--- src/rtl/uart_pkg.sv ---
// Shared UART definitions: transmitter FSM encoding, oversampling ratio and default link timing.
// Pure declarations; no clocked logic, no latency, no flow control.
package uart_pkg;

  typedef enum logic [1:0] {
    ST_IDLE,
    ST_START,
    ST_DATA,
    ST_STOP
  } tx_state_e;

  localparam int OVERSAMPLE     = 16;
  localparam int DEFAULT_CLK_HZ = 50_000_000;
  localparam int DEFAULT_BAUD   = 19_200;

  // Nearest-integer divider: 50 MHz / (19200*16) lands on 163.
  function automatic int clks_per_tick(input int clk_hz, input int baud);
    return (clk_hz + (baud * OVERSAMPLE) / 2) / (baud * OVERSAMPLE);
  endfunction

  localparam int DEFAULT_CLKS_PER_TICK = clks_per_tick(DEFAULT_CLK_HZ, DEFAULT_BAUD);

  function automatic int width_of(input int n);
    return (n > 1) ? $clog2(n) : 1;
  endfunction

endpackage

--- src/rtl/baud_rate_gen.sv ---
// Oversampling tick generator: one-cycle o_tick every CLKS_PER_TICK clocks while enabled.
// Tick is combinational off the divider; held at 0 when disabled or cleared, no backpressure.
module baud_rate_gen
  import uart_pkg::*;
#(
  parameter int CLKS_PER_TICK = DEFAULT_CLKS_PER_TICK
) (
  input  logic i_clock,
  input  logic i_reset,
  input  logic i_enable,
  input  logic i_clear,
  output logic o_tick
);

  localparam int            DW       = width_of(CLKS_PER_TICK);
  localparam logic [DW-1:0] DIV_LAST = DW'(CLKS_PER_TICK - 1);

  logic [DW-1:0] div_q, div_d;

  always_comb begin
    div_d  = div_q;
    o_tick = 1'b0;
    if (i_clear || !i_enable) begin
      div_d = '0;
    end else if (div_q == DIV_LAST) begin
      div_d  = '0;
      o_tick = 1'b1;
    end else begin
      div_d = div_q + DW'(1);
    end
  end

  always_ff @(posedge i_clock or negedge i_reset) begin
    if (!i_reset) div_q <= '0;
    else          div_q <= div_d;
  end

endmodule

--- src/rtl/uart_tx.sv ---
// 8N1-style serial transmitter: accepts a byte while idle, shifts it out LSB first, pulses o_tx_done.
// Line goes low the cycle after acceptance; starts outside IDLE are dropped (no queueing).
module uart_tx
  import uart_pkg::*;
#(
  parameter int NB_DATA       = 8,
  parameter int SB_TICK       = 16,
  parameter int CLKS_PER_TICK = DEFAULT_CLKS_PER_TICK
) (
  input  logic               i_clock,
  input  logic               i_reset,
  input  logic               i_tx_start,
  input  logic [NB_DATA-1:0] i_tx_data,
  output logic               o_tx,
  output logic               o_tx_done,
  output logic               o_busy
);

  localparam int            BW        = width_of(NB_DATA);
  localparam int            SW        = width_of(SB_TICK);
  localparam logic [BW-1:0] LAST_BIT  = BW'(NB_DATA - 1);
  localparam logic [SW-1:0] LAST_STOP = SW'(SB_TICK - 1);
  localparam logic [3:0]    LAST_TICK = 4'(OVERSAMPLE - 1);

  tx_state_e          state_q, state_d;
  logic [3:0]         tick_cnt_q, tick_cnt_d;
  logic [BW-1:0]      bit_cnt_q, bit_cnt_d;
  logic [SW-1:0]      stop_cnt_q, stop_cnt_d;
  logic [NB_DATA-1:0] shreg_q, shreg_d;
  logic               tx_q, tx_d;
  logic               done_q, done_d;
  logic               armed_q, armed_d;
  logic               busy;
  logic               accept;
  logic               tick;

  assign busy = (state_q != ST_IDLE);
  // armed_q blocks a start that coincides with reset release.
  assign accept = !busy && armed_q && i_tx_start;

  baud_rate_gen #(
    .CLKS_PER_TICK(CLKS_PER_TICK)
  ) u_baud (
    .i_clock (i_clock),
    .i_reset (i_reset),
    .i_enable(busy),
    .i_clear (accept),
    .o_tick  (tick)
  );

  always_comb begin
    state_d    = state_q;
    tick_cnt_d = tick_cnt_q;
    bit_cnt_d  = bit_cnt_q;
    stop_cnt_d = stop_cnt_q;
    shreg_d    = shreg_q;
    tx_d       = tx_q;
    done_d     = 1'b0;
    armed_d    = 1'b1;
    case (state_q)
      ST_IDLE: begin
        tx_d = 1'b1;
        if (accept) begin
          state_d    = ST_START;
          shreg_d    = i_tx_data;
          tick_cnt_d = '0;
          tx_d       = 1'b0;
        end
      end
      ST_START: begin
        if (tick) begin
          if (tick_cnt_q == LAST_TICK) begin
            state_d    = ST_DATA;
            tick_cnt_d = '0;
            bit_cnt_d  = '0;
            tx_d       = shreg_q[0];
          end else begin
            tick_cnt_d = tick_cnt_q + 4'd1;
          end
        end
      end
      ST_DATA: begin
        if (tick) begin
          if (tick_cnt_q == LAST_TICK) begin
            tick_cnt_d = '0;
            shreg_d    = shreg_q >> 1;
            if (bit_cnt_q == LAST_BIT) begin
              state_d    = ST_STOP;
              stop_cnt_d = '0;
              tx_d       = 1'b1;
            end else begin
              bit_cnt_d = bit_cnt_q + BW'(1);
              tx_d      = shreg_d[0];
            end
          end else begin
            tick_cnt_d = tick_cnt_q + 4'd1;
          end
        end
      end
      ST_STOP: begin
        if (tick) begin
          if (stop_cnt_q == LAST_STOP) begin
            state_d = ST_IDLE;
            done_d  = 1'b1;
          end else begin
            stop_cnt_d = stop_cnt_q + SW'(1);
          end
        end
      end
      default: state_d = ST_IDLE;
    endcase
  end

  always_ff @(posedge i_clock or negedge i_reset) begin
    if (!i_reset) begin
      state_q    <= ST_IDLE;
      tick_cnt_q <= '0;
      bit_cnt_q  <= '0;
      stop_cnt_q <= '0;
      shreg_q    <= '0;
      tx_q       <= 1'b1;
      done_q     <= 1'b0;
      armed_q    <= 1'b0;
    end else begin
      state_q    <= state_d;
      tick_cnt_q <= tick_cnt_d;
      bit_cnt_q  <= bit_cnt_d;
      stop_cnt_q <= stop_cnt_d;
      shreg_q    <= shreg_d;
      tx_q       <= tx_d;
      done_q     <= done_d;
      armed_q    <= armed_d;
    end
  end

  assign o_tx      = tx_q;
  assign o_tx_done = done_q;
  assign o_busy    = busy;

endmodule

--- config.mk ---
export PLATFORM = sky130hd
export DESIGN_NAME = uart_tx
export DESIGN_NICKNAME = d
export VERILOG_FILES = /design/src/rtl/uart_pkg.sv /design/src/rtl/baud_rate_gen.sv /design/src/rtl/uart_tx.sv
export SDC_FILE = /design/constraint.sdc
export NUM_CORES = 1
export LEC_CHECK = 0
export CORE_UTILIZATION = 52
export DETAILED_ROUTE_END_ITERATION = 6
export HOLD_SLACK_MARGIN = 0.03
export PLACE_DENSITY_LB_ADDON = 0.12
export SYNTH_ARGS = -nofsm -noshare
export SYNTH_HDL_FRONTEND = slang
export SYNTH_SLANG_ARGS = --single-unit
--- constraint.sdc ---
create_clock -name i_clock -period 2.04 [get_ports i_clock]
set_clock_uncertainty 0.05 [all_clocks]
set_input_delay 0.204 -clock i_clock [delete_from_list [all_inputs] [get_ports i_clock]]
set_output_delay 0.204 -clock i_clock [all_outputs]
set_load 0.01 [all_outputs]
==> impl_metrics.tcl <==
set metrics [dict create \
    wirelength_microns 3970 \
    fmax_mhz 502 \
    setup_viol 0 \
    clk_latency_ps 290 \
    grt_pass1_vias 1471 \
    path_class "flip-flop to flip-flop" \
    rsz0062_at_grt "no" \
    ys_types 53 \
    antenna_left 0 \
    hold_violations 0 \
    outcome "finished clean" \
    async_flop_share_pct 100 \
    cts_tree "yes" \
    synth-seq-area-share_pct 41.5 \
    cts_inserted_buffers 5 \
    syn-instance-count 181 \
    ctsHoldBuffers 0 \
    clk_path_buf_depth 2 \
    clkSinkCount 32 \
    core-area_sq_um 3440 \
    dieWidth_microns 63.0 \
    final_cells 260 \
    hpwl_microns 2970 \
    dieArea_sq_um 3970 \
    synth-seq-cells 32 \
    cp.arrival_ps 2120 \
    crit_path_end_kind "flip-flop" \
    antenna_found_initial 0 \
    avgSynthCellArea_sq_um 10.7 \
    p_clk_share_pct 41.7 \
    layout_commonest_cell "dfrtp_1" \
    critPathMaxFanout 5 \
    grt_pass1_wl_microns 6590 \
    period_minus_slack_ps 1990 \
    pin_count 14 \
    grt_max_degree 33 \
    rows 21 \
    final_cell_mix "dfrtp_1, buf_4, mux2_2" \
    nets 235 \
    grt_usage_pct 22.2 \
    p_switching_w 0.000248 \
    dieHeight_microns 63.0 \
    r2r_cells 5 \
    max-cap-violations 0 \
    hold_path.class "primary input to asynchronous set/reset pin" \
    intPower_w 0.000948 \
    post_drt_wl_per_cell_microns 15.3 \
    vias_per_cell 5.81 \
    route.detailed.drc 0 \
    port_buffers 13 \
    combPwrFrac_pct 4.2 \
    r2r_setup_slack_ps 50 \
    cp.required_ps 2170 \
    clkTransAtPathRegs_ps 70 \
    syn_nets 203 \
    diodes 0 \
    cts_root_buffer "clkbuf_8" \
    maxSlewViolCount 0 \
    routabilityCongestion 0.847 \
    start_kind "flip-flop" \
    fin_crit_sh_pct 97.7 \
    synth_edf_count 0 \
    seq_power_share_pct 54.2 \
    power_density_nw_per_um2 511 \
    area_growth_pct 20.8 \
    htreeDepth 2 \
    leakage_nw 1.07 \
    dp.cells 250 \
    drt_first_pass_iters 4 \
    drive_gt1_share_pct 29.0 \
    drt_iter0_markers 36 \
    netlist_area_sq_um 1930 \
    globalRouteOverflowTotal 0 \
    yosys_most_used_dff "dfrtp_1" \
    start_util_pct 56.2 \
    ir_worst_vdd_mv 0.443 \
    ys_warn_count 0 \
    sw_frac_of_total_pct 20.7 \
    timing.hold.ws_ps 259 \
    num_vias 1511 \
]
## power by group through the flow
| stage | combinational, W | clock (W) | sequential (W) |
|---|---|---|---|
| 5_1_grt | 0.0000554 | 0.000546 | 0.000648 |
| 2_1_floorplan | 0.0000133 | 0 | 0.000657 |
| 3_3_place_gp | 0.0000475 | 0 | 0.000658 |
| 6_report | 0.0000500 | 0.000498 | 0.000647 |
| 4_1_cts | 0.0000493 | 0.000508 | 0.000647 |
| 3_5_place_dp | 0.0000492 | 0 | 0.000659 |
## cell usage after synthesis, types with 3 or more instances
library cell | count | share of area [%]
nand2_1 | 10 | 1.9
a21oi_1 | 3 | 0.78
o211ai_1 | 4 | 1.6
dfrtp_1 | 31 | 40
inv_1 | 6 | 1.2
a22o_1 | 4 | 1.8
nand4_1 | 5 | 1.6
xor2_1 | 5 | 2.3
nand3_1 | 13 | 3.4
mux2_2 | 17 | 9.9
ha_1 | 11 | 7.1
and3_1 | 4 | 1.3
a31oi_1 | 3 | 0.97
o21ai_0 | 11 | 2.8
nor2_1 | 12 | 2.3
## final cells by class
| cell class | instances | area (sq um) |
|---|---|---|
| Fill cell | 277 | 1100 |
| Multi-Input combinational cell | 136 | 1070 |
| Sequential cell | 32 | 802 |
| Timing Repair Buffer | 32 | 297 |
| Clock buffer | 8 | 90.1 |
| Tap cell | 46 | 57.6 |
| Inverter | 6 | 22.5 |
## cells by family after synthesis
family	count (synthesis)	synth area share (%)
mux	19	11.2
buf+inv	13	4.07
compound gates	37	14.0
xor+xnor	6	2.72
other cells	1	0.194
flops	32	41.5
simple gates	62	19.3
fa+ha+maj	11	7.12
## path summary, 6_finish.rpt
check,endpoint,startpoint
setup / recovery,state_q[1]$_DFFE_PN0P_,state_q[1]$_DFFE_PN0P_
hold / removal,bit_cnt_q[1]$_DFFE_PN0P_,i_reset
setup reg to reg,state_q[1]$_DFFE_PN0P_,state_q[1]$_DFFE_PN0P_
hold reg to reg,shreg_q[5]$_DFFE_PN0P_,shreg_q[5]$_DFFE_PN0P_
max in group asynchronous,o_tx$_DFFE_PN1P_,i_reset
min in group i_clock,shreg_q[5]$_DFFE_PN0P_,shreg_q[5]$_DFFE_PN0P_
## timing repair
| item | CTS | global route |
|---|---|---|
| hold endpoints to repair | 0 | 0 |
| gates resized for setup | 3 | 4 |
| setup endpoints to repair | 9 | 8 |
| setup buffers | 1 | 1 |
| pin swaps | 2 | 2 |
## routing by layer
layer / GRT usage [%] / wire [microns] / vias to the layer above / share of wire [%]
met3: 5.66 / 116 / 8 / 2.9
met5: 0 / 0 / - / 0
li1: - / - / 728 / -
met2: 35.6 / 1980 / 25 / 50
met4: 9.59 / 65 / 0 / 1.6
met1: 28.1 / 1810 / 750 / 46
## worst max-delay path, cell delays in order (launching register included)
cell,delay [ps]
dfrtp_1,390
buf_4,150
ha_1,230
or2_2,340
a221o_2,420
mux2_4,300
## sequential cells by signal, indices dropped and copies added, names as in the netlist
| signal | count |
|---|---|
| shreg_q | 8 |
| u_baud.div_q | 8 |
| stop_cnt_q | 4 |
| tick_cnt_q | 4 |
| bit_cnt_q | 3 |
| state_q | 2 |
| armed_q | 1 |
| o_tx | 1 |
| o_tx_done | 1 |
## stage by stage
step                power, W  area (sq um)  setup WS [ps]  setup TNS [ps]  util, %
global placement    0.000705          2210           58.8               0     64.1
CTS                  0.00120          2310           25.4               0     67.0
finish               0.00120          2340           47.2               0     67.9
floorplan           0.000671          1930           99.4               0        -
detailed placement  0.000708          2210          -56.9            -290     64.1
global route         0.00125          2340           12.4               0     67.9
(Power assumes the default switching activity.)
